<file path="config.mk">
export PLATFORM = sky130hd
export DESIGN_NAME = toggle_event_receiver
export DESIGN_NICKNAME = d
export VERILOG_FILES = /design/src/rtl/toggle_pkg.sv /design/src/rtl/toggle_sync.sv /design/src/rtl/toggle_event_receiver.sv
export SDC_FILE = /design/constraint.sdc
export NUM_CORES = 1
export LEC_CHECK = 0
export BUFFER_PORTS_ARGS = -buffer_cell sky130_fd_sc_hd__buf_2
export CAP_MARGIN = 20
export CORE_ASPECT_RATIO = 1.1
export CORE_UTILIZATION = 56
export CTS_CLUSTER_DIAMETER = 30
export DETAILED_ROUTE_END_ITERATION = 8
export PLACE_DENSITY = 0.84
export SLEW_MARGIN = 20
export SYNTH_ARGS = -nofsm -noshare
export SYNTH_HDL_FRONTEND = slang
export SYNTH_HIERARCHICAL = 1
export SYNTH_SLANG_ARGS = --single-unit
</file>
<file path="constraint.sdc">
create_clock -name clk -period 3.29 [get_ports clk]
set_input_delay 0.1645 -clock clk [delete_from_list [all_inputs] [get_ports clk]]
set_output_delay 0.1645 -clock clk [all_outputs]
set_load 0.02 [all_outputs]
</file>
<file path="src/rtl/toggle_pkg.sv">
// Shared constants for the 2-phase toggle protocol. The sender-side checkers
// reuse these as well as the receiver.
package toggle_pkg;

   localparam int DEF_SYNC_STAGES = 2;

   // Width needed to hold a count from 0 up to max_pend inclusive
   function automatic int pend_cnt_w(input int max_pend);
      return $clog2(max_pend + 1);
   endfunction

endpackage

</file>
<file path="src/rtl/toggle_sync.sv">
// Multi-flop synchroniser that brings the asynchronous toggle level into the
// clk domain.
module toggle_sync
   import toggle_pkg::*;
#(
   parameter int STAGES = DEF_SYNC_STAGES
) (
   input  logic clk,
   input  logic rst_n,
   input  logic d,
   output logic s_lvl
);

   logic [STAGES-1:0] sync_q;
   logic [STAGES-1:0] sync_d;

   always_comb begin
      sync_d = {sync_q[STAGES-2:0], d};
   end

   always_ff @(posedge clk or negedge rst_n) begin
      if (!rst_n) begin
         sync_q <= '0;
      end else begin
         sync_q <= sync_d;
      end
   end

   assign s_lvl = sync_q[STAGES-1];

endmodule

</file>
<file path="src/rtl/toggle_event_receiver.sv">
// Receiving end of the 2-phase toggle protocol: every transition of tgl_in
// becomes one queued event, and every accepted event flips ack_tgl once.
module toggle_event_receiver
   import toggle_pkg::*;
#(
   parameter int SYNC_STAGES = DEF_SYNC_STAGES,
   parameter int MAX_PEND    = 4,
   parameter int TOT_W       = 16
) (
   input  logic                            clk,
   input  logic                            rst_n,
   input  logic                            tgl_in,
   output logic                            evt_valid,
   input  logic                            evt_ready,
   output logic                            ack_tgl,
   output logic [pend_cnt_w(MAX_PEND)-1:0] pend_cnt,
   output logic [TOT_W-1:0]                tot_cnt,
   output logic                            ovf,
   input  logic                            ovf_clr
);

   localparam int PEND_W   = pend_cnt_w(MAX_PEND);
   localparam int SETTLE_N = SYNC_STAGES + 1;
   localparam int SETTLE_W = $clog2(SETTLE_N + 1);

   localparam logic [PEND_W-1:0]   PEND_MAX    = PEND_W'(MAX_PEND);
   localparam logic [SETTLE_W-1:0] SETTLE_DONE = SETTLE_W'(SETTLE_N);

   logic                s_lvl;
   logic                prev_lvl_q;
   logic [SETTLE_W-1:0] settle_q, settle_d;
   logic [PEND_W-1:0]   pend_q, pend_d;
   logic [TOT_W-1:0]    tot_q, tot_d;
   logic                ack_q, ack_d;
   logic                ovf_q, ovf_d;
   logic                armed;
   logic                lvl_edge;
   logic                pop;

   toggle_sync #(
      .STAGES (SYNC_STAGES)
   ) u_sync (
      .clk   (clk),
      .rst_n (rst_n),
      .d     (tgl_in),
      .s_lvl (s_lvl)
   );

   // Edges are ignored until the synchroniser chain and prev_lvl have been
   // refilled from tgl_in, so a level held through reset is not an event.
   assign armed     = (settle_q == SETTLE_DONE);
   assign lvl_edge  = armed & (s_lvl ^ prev_lvl_q);
   assign evt_valid = (pend_q != '0);
   assign pop       = evt_valid & evt_ready;

   always_comb begin
      settle_d = settle_q;
      pend_d   = pend_q;
      ovf_d    = ovf_q;
      ack_d    = ack_q ^ pop;
      tot_d    = pop ? (tot_q + TOT_W'(1)) : tot_q;

      if (!armed) begin
         settle_d = settle_q + SETTLE_W'(1);
      end

      if (ovf_clr) begin
         ovf_d = 1'b0;
      end

      // A simultaneous edge and pop frees and refills one slot, so it never overflows
      if (lvl_edge && !pop) begin
         if (pend_q < PEND_MAX) begin
            pend_d = pend_q + PEND_W'(1);
         end else begin
            ovf_d = 1'b1;
         end
      end else if (pop && !lvl_edge) begin
         pend_d = pend_q - PEND_W'(1);
      end
   end

   always_ff @(posedge clk or negedge rst_n) begin
      if (!rst_n) begin
         prev_lvl_q <= 1'b0;
         settle_q   <= '0;
         pend_q     <= '0;
         tot_q      <= '0;
         ack_q      <= 1'b0;
         ovf_q      <= 1'b0;
      end else begin
         prev_lvl_q <= s_lvl;
         settle_q   <= settle_d;
         pend_q     <= pend_d;
         tot_q      <= tot_d;
         ack_q      <= ack_d;
         ovf_q      <= ovf_d;
      end
   end

   assign pend_cnt = pend_q;
   assign tot_cnt  = tot_q;
   assign ack_tgl  = ack_q;
   assign ovf      = ovf_q;

endmodule

</file>
======== After elaboration in Yosys (flattened, before gate mapping) ========
Cells that the tools add are included.
operators by class
  add/subtract/negate cells ............... 4
  order comparisons ....................... 1
  equal/unequal tests ..................... 2
  multiplexer cells ....................... 6
  bitwise gates (word level) .............. 4
  reductions and logical operators ........ 7
operators by type and width
  kind                     number
  $add A16 B1 Y16 const B  1
  $mux W3                  3
  $add A3 B1 Y3 const B    1
  $lt A3 B3 Y1 const B     1
  $mux W1                  3
  $reduce_bool A3 Y1       1
  $sub A3 B1 Y3 const B    1
  $add A2 B1 Y2 const B    1
  $and A1 B1 Y1            2
  $eq A2 B2 Y1 const B     1
  $logic_and A1 B1 Y1      2
  $logic_not A1 Y1         2
  $ne A2 B1 Y1 const B     1
  $reduce_and A2 Y1        1
  $reduce_bool A2 Y1       1
  $xor A1 B1 Y1            2
word-level totals
  flip-flop bits (word level) ............. 26
  word-level logic and storage cells ...... 31

======== Depth between registers and ports, before layout ========
Gate-level depths: netlist of run 1.
  word-level depth ........................ 6
  depth in mapped cells ................... 9
  gate-level depth less buffers ........... 8

======== By module ========
Netlist of run 1, hierarchy kept.
by module, submodules not included
  module                 instances  cells each  area each (um^2)  sequential area each (um^2)
  toggle_event_receiver  1          97          1186.1            600.6
  toggle_sync            1          2           50.0              50.0

======== Worst setup path before layout of run 1 ========
Ideal clock, no wire load.
  kind .................................... reg2reg
  start ................................... register pend_q[0], in the netlist pend_cnt[0]
  end ..................................... register pend_q[2], in the netlist pend_cnt[2]
  library setup time ...................... 149 ps
  data arrival time ....................... 2190 ps
  data required time ...................... 3141 ps
  path slack .............................. 952 ps
  stages on the path, launching flop included .. 9
  buffers on the path ..................... 0
  period minus slack after synthesis ...... 2338 ps
  path through ............................ dfrtp_1 > or3_1 > and2_4 > nor2_4 > xnor2_1 > ha_1 > and4bb_2 > a2bb2oi_1 > o221ai_1
between the ends
  longest elaborated chain between the ends .. 6
RTL lines
  item                                                                 line                         source
  start, declared                                                      toggle_event_receiver.sv:32  logic [PEND_W-1:0] pend_q, pend_d;
  start signal, assigned                                               toggle_event_receiver.sv:94  pend_q <= pend_d;
  $reduce_bool A3 Y1 (*)                                               toggle_event_receiver.sv:53  assign evt_valid = (pend_q != '0);
  named net evt_valid                                                  toggle_event_receiver.sv:13  output logic evt_valid,
  $and A1 B1 Y1 (*)                                                    toggle_event_receiver.sv:54  assign pop = evt_valid & evt_ready;
  $logic_not A1 Y1                                                     toggle_event_receiver.sv:72  if (lvl_edge && !pop) begin
  $logic_and A1 B1 Y1                                                  toggle_event_receiver.sv:72
  $ne A2 B1 Y1 (no source line) or $reduce_bool A2 Y1 (tied branches)  n/a
  $reduce_and A2 Y1 (no source line)                                   n/a
Mark *: on every way through the listed nets, which the timed path passes. The rest lies on a longest branch. The select of a mux whose other input is x is not followed.
A chain may end at the register's enable or synchronous reset.

======== Worst setup path in the final report of run 1 ========
  start ................................... register pend_q[0], in the netlist pend_cnt[0]
  end ..................................... register pend_q[2], in the netlist pend_cnt[2]
between the ends
  longest elaborated chain between the ends .. 6
RTL lines
  item                                                                 line
  $reduce_bool A3 Y1                                                   toggle_event_receiver.sv:53
  $and A1 B1 Y1                                                        toggle_event_receiver.sv:54
  $logic_not A1 Y1                                                     toggle_event_receiver.sv:72
  $logic_and A1 B1 Y1                                                  toggle_event_receiver.sv:72
  $ne A2 B1 Y1 (no source line) or $reduce_bool A2 Y1 (tied branches)  n/a
  $reduce_and A2 Y1 (no source line)                                   n/a
Parallel ways exist; a longest one is shown, timed or not. The select of a mux whose other input is x is not followed.

==> run_results.csv, run 1 <==
group,metric,value,unit
yosys,ys_seq_elements,26,
floorplan,dieArea,2400,um2
sta,fin_hold_ws,138,ps
finish,n_antenna_cell,0,
route,ant_nets,0,
route,viasPerCell,5.25,
route,drt-pass1-iter-count,3,
clock_tree,cts.sinks,26,
finish,layout_common_cells,"26 x dfrtp_1, 26 x buf_2, 11 x xnor2_1",
placement,routabilityCongestion,0.801,
sta,worst_pin_slew,556,ps
placement,place.port_buffers,26,
yosys,mappedNetlistArea,1240,um2
finish,syn2layout_area_growth,16.5,%
clock_tree,cts-root-buf,"clkbuf_4",
grt,antenna_found_initial,0,
route,drc,0,
worst_setup_path,critPathLaunch,"pend_cnt[0]",
flow_run,max_cap_violations,0,
route,vias,824,
worst_setup_path,path_class,"flop to flop",
power,powerDensity,689,nW/um2
floorplan,core_area,2040,um2
sta,rsz0062_at_grt,"false",
sta,fmax,419,MHz
floorplan,die_w,46.8,um
placement,hpwlAfterDp,1530,um
floorplan,start_util,0.605,
floorplan,io_pins,27,
grt,gr-total-overflow,0,
worst_setup_path,cpMaxStageDelayCell,"dfrtp_1",
finish,final_layout_size_suffix_gt1_frac,0.318,
worst_setup_path,cp.required,3470,ps
grt,grt_first_pass_wirelength,3550,um
floorplan,row_count,17,
worst_setup_path,startpoint_type,"flop",
run_status,status,"finished, final reports clean",
hold_path,hold_depth,3,
placement,dpl_cell_area,1400,um2
clock_tree,h-tree-depth,1,
finish,fin_nets,139,
clock_tree,cts_buffers,3,
sta,hold_violations,0,
grt,grt.total_usage,0.217,
sta,finalSetupViolCount,0,
sta,post-route-period-util,0.726,
worst_setup_path,path_cells,"or3_1 -> and2_4 -> nor2_4 -> xnor2_1 -> ha_1 -> and4bb_2 -> a2bb2oi_1 -> o221ai_1",
clock_tree,clkLatencyLatePin,320,ps
sta,period_minus_slack,2390,ps
finish,final_util,0.705,
sta,setup_tns,0,ps
yosys,synth_fp_nets,107,
clock_tree,cts_tree,"yes",
power,ir_drop,0.626,mV
yosys,ys_types,31,
sta,maxSlewHeadroom,0.630,
worst_setup_path,timing.rr.start,"pend_cnt[0]",
worst_setup_path,crit_fanout,8,
yosys,syn_avg_cell_area,12.5,um2
floorplan,chipHeight,51.3,um
worst_setup_path,max_stage_delay,520,ps
grt,grt_pass1_vias,784,
sta,drv_slew,0,
power,p_total,0.992,mW
worst_setup_path,cp_data_arrival_time,2570,ps
hold_path,holdCritStartpoint,"ovf_clr",
clock_tree,clkTransAtPathRegs,130,ps
finish,design_area,1440,um2
route,routed_wl,2090,um
worst_setup_path,ff2ff_path_depth,8,
hold_path,hp-class,"input pin to flop",
sta,finalClockSkew,3.22,ps
power,power.leakage,0.717,nW
route,first_iter_violations,7,
grt,grt_max_degree,27,
yosys,yosysWarnings,6,
route,drt-wirelength-per-cell,13.3,um
yosys,netlist_instances,99,
yosys,ys_seq_area_frac,0.526,
clock_tree,cts_buffer_depth,2,
worst_setup_path,endpoint_kind,"flop",
## repair_timing
action,in CTS,in global routing
setup buffers,0,0
hold buffers,2,0
hold endpoints to repair,27,0
gates resized for setup,0,0
endpoints found under the setup margin,0,0
## Yosys cell counts
library cell	number	area, um2
xnor2_1	11	96.3
mux2_1	1	11.3
nand4_4	2	42.5
a31oi_2	1	12.5
nand2_1	10	37.5
a21oi_1	2	10.0
o31ai_4	1	21.3
mux2_2	1	11.3
xor2_1	9	78.8
clkbuf_1	1	3.75
nand3_1	3	15.0
nand2b_1	1	6.26
dfrtp_1	26	651
and4_1	1	8.76
ha_1	3	37.5
and2_1	2	12.5
and2b_1	1	7.51
nor2_1	6	22.5
a2bb2oi_1	1	8.76
o221ai_1	1	8.76
o31ai_1	1	7.51
inv_1	3	11.3
o311a_4	1	21.3
and2_4	1	8.76
and4bb_2	1	12.5
nand4_2	1	12.5
and3_1	2	12.5
a22o_1	1	8.76
nor3_2	2	20.0
or3_1	1	6.26
nor2_4	1	11.3
## worst max-delay path: cells and delay by family, from the launching register on
kind / cells / cell delay [ps]
AOI/OAI and AO/OA: 2 / 360
DFF: 1 / 520
xor gates and xnor gates: 1 / 120
and+or+nand+nor: 4 / 1020
adders and majority gates: 1 / 230
## final cells by class
class	count	area, um2
fill	168	602
sequential	26	651
tap	28	35.0
inverter	3	11.3
timing repair buffer	28	150
multi-input combinational	69	571
clock buffer	3	22.5
## layer usage
layer	wire length, um	GRT usage
met1	1010	0.293
met2	947	0.315
met3	71	0.0424
met4	59	0.133
met5	0	0
## sequential cells by signal (all words and copies together) (netlist names)
register and cells:
ack_tgl 1, ovf 1, prev_lvl_q 1, pend_cnt 3, u_sync/sync_q 2, tot_cnt 16
settle_q 2
## metrics by stage
step	setup WS, ps	cells
CTS	933	157
detailed placement	955	152
global placement	1140	152
finish	901	157
floorplan	952	99
global route	751	157
## path summary, 6_finish.rpt
kind / to / slack (ps)
max: pend_cnt[2] / 900
min: ovf / 140
max reg2reg: pend_cnt[2] / 900
min reg2reg: u_sync/sync_q[1] / 380
max in group asynchronous: tot_cnt[2] / 2570
min in group asynchronous: tot_cnt[3] / 350
## where the power goes
group	switching, mW	internal (mW)
Sequential	0.112	0.385
Clock	0.0889	0.0429
Combinational	0.205	0.157
Total	0.406	0.586
## cells by family (layout without fill, tap and decap cells)
kind of cell / Yosys count / in the layout / share of synthesized area
simple gates: 35 / 35 / 0.191
flops: 26 / 26 / 0.526
xor+xnor: 20 / 20 / 0.142
compound gates: 9 / 9 / 0.0800
buf+inv: 4 / 34 / 0.0121
fa+ha+maj: 3 / 3 / 0.0304
mux: 2 / 2 / 0.0182
Note: power is estimated with default switching activity, not from simulation.
==> inputs of run 2 (changes only) <==
--- a/config.mk
+++ b/config.mk
@@ -8,10 +8,10 @@
 export BUFFER_PORTS_ARGS = -buffer_cell sky130_fd_sc_hd__buf_2
 export CAP_MARGIN = 20
 export CORE_ASPECT_RATIO = 1.1
-export CORE_UTILIZATION = 56
+export CORE_UTILIZATION = 52
 export CTS_CLUSTER_DIAMETER = 30
 export DETAILED_ROUTE_END_ITERATION = 8
-export PLACE_DENSITY = 0.84
+export PLACE_DENSITY = 0.79
 export SLEW_MARGIN = 20
 export SYNTH_ARGS = -nofsm -noshare
 export SYNTH_HDL_FRONTEND = slang
==> constraint.sdc (replaced) <==
create_clock -name clk -period 2.5 [get_ports clk]
set_input_delay 0.125 -clock clk [delete_from_list [all_inputs] [get_ports clk]]
set_output_delay 0.125 -clock clk [all_outputs]
set_load 0.02 [all_outputs]
==> run_results.csv, run 2 (same netlist as run 1, synthesis figures left out) <==
group,metric,value,unit
sta,drv_slew,0,
placement,place_inst,155,
flow_run,max_cap_violations,0,
clock_tree,cts_setup_buffers,0,
clock_tree,cts_buffer_depth,2,
worst_setup_path,crit_fanout,9,
sta,setup_ws,284,ps
power,ir_drop,0.874,mV
worst_setup_path,startpoint_type,"flop",
finish,final_util,0.644,
clock_tree,h-tree-depth,1,
route,vias,827,
clock_tree,cts-root-buf,"clkbuf_4",
sta,setup_tns,0,ps
route,routed_wl,2090,um
sta,period_minus_slack,2220,ps
power,p_total,1.30,mW
clock_tree,ctsResizeCount,0,
worst_setup_path,path_class,"flop to flop",
clock_tree,cts.sinks,26,
sta,hold_violations,0,
worst_setup_path,ff2ff_path_depth,8,
grt,grt.total_usage,0.185,
sta,worst_pin_slew,570,ps
floorplan,start_util,0.549,
finish,fin_cells,160,
placement,dpl_cell_area,1410,um2
floorplan,die_w,48.5,um
placement,place.port_buffers,26,
route,drc,0,
sta,post-route-period-util,0.886,
hold_path,hold_depth,3,
route,first_iter_violations,13,
sta,finalClockSkew,1.77,ps
grt,grt_pass1_vias,778,
worst_setup_path,cp_data_arrival_time,2410,ps
worst_setup_path,endpoint_kind,"flop",
floorplan,core_area,2250,um2
floorplan,row_count,18,
power,power.leakage,0.722,nW
clock_tree,hold_buffers,2,
route,drt-pass1-iter-count,2,
finish,design_area,1450,um2
sta,fmax,451,MHz
placement,routabilityCongestion,0.738,
grt,grt_first_pass_wirelength,3550,um
finish,final_layout_size_suffix_gt1_frac,0.323,
grt,gr-total-overflow,0,
floorplan,io_pins,27,
finish,layout_common_cells,"26 x dfrtp_1, 26 x buf_2, 11 x xnor2_1",
route,ant_nets,0,
power,powerDensity,896,nW/um2
hold_path,hp-class,"input pin to flop",
placement,place_ws,303,ps
clock_tree,clkLatencyLatePin,310,ps
finish,fin_nets,140,
clock_tree,cts_tree,"yes",
finish,largest_reg_flops,16,
floorplan,chipHeight,53.1,um
finish,n_antenna_cell,0,
route,viasPerCell,5.17,
route,drt-wirelength-per-cell,13.1,um
sta,maxSlewHeadroom,0.620,
clock_tree,cts_buffers,3,
sta,finalSetupViolCount,0,
run_status,status,"finished, final reports clean",
grt,antenna_found_initial,0,
finish,syn2layout_area_growth,17.3,%
sta,rsz0062_at_grt,"false",
grt,grt_max_degree,27,
floorplan,dieArea,2580,um2
sta,fin_hold_ws,97.3,ps
worst_setup_path,cp.required,2690,ps
placement,hpwlAfterDp,1570,um
clock_tree,clkTransAtPathRegs,130,ps
==> run 2: cell count changes in the layout (fill, tap and decap cells not counted) <==
cell,delta
buf_4,+1
==> run 2: report_power, final <==
| part | leakage [nW] | switching [mW] | total (mW) | internal (mW) |
|---|---|---|---|---|
| clock network | 0.0138 | 0.115 | 0.171 | 0.0563 |
| registers | 0.318 | 0.119 | 0.627 | 0.507 |
| logic | 0.390 | 0.289 | 0.502 | 0.214 |
==> run 2: routing by layer <==
layer,vias up,wire length [um],track usage
li1,404,-,-
met1,411,987,0.239
met2,10,1040,0.305
met3,2,40,0.0287
met4,0,20,0.0980
met5,-,0,0
==> run 2: path summary, 6_finish.rpt <==
path,end,start,slack [ps]
min in group asynchronous,ovf,rst_n,320
setup reg to reg,pend_cnt[2],pend_cnt[2],280
setup / recovery,pend_cnt[2],pend_cnt[2],280
hold / removal,ovf,ovf_clr,100
hold reg to reg,u_sync/sync_q[1],u_sync/sync_q[0],380
max in group asynchronous,tot_cnt[14],rst_n,1800
==> run 2: critical path, cell delays in order, from the launching register on <==
cell	delay [ps]
dfrtp_1	520
or3_1	400
and2_4	190
nor2_4	120
xnor2_1	130
ha_1	230
and4bb_2	250
a2bb2oi_1	140
o221ai_1	130
==> run 2: area by class of cell <==
cell class                 instances  area [um2]
fill                             181         802
sequential                        26         651
multi-input combinational         69         571
timing repair buffer              29         158
tap                               30        37.5
clock buffer                       3        22.5
inverter                           3        11.3
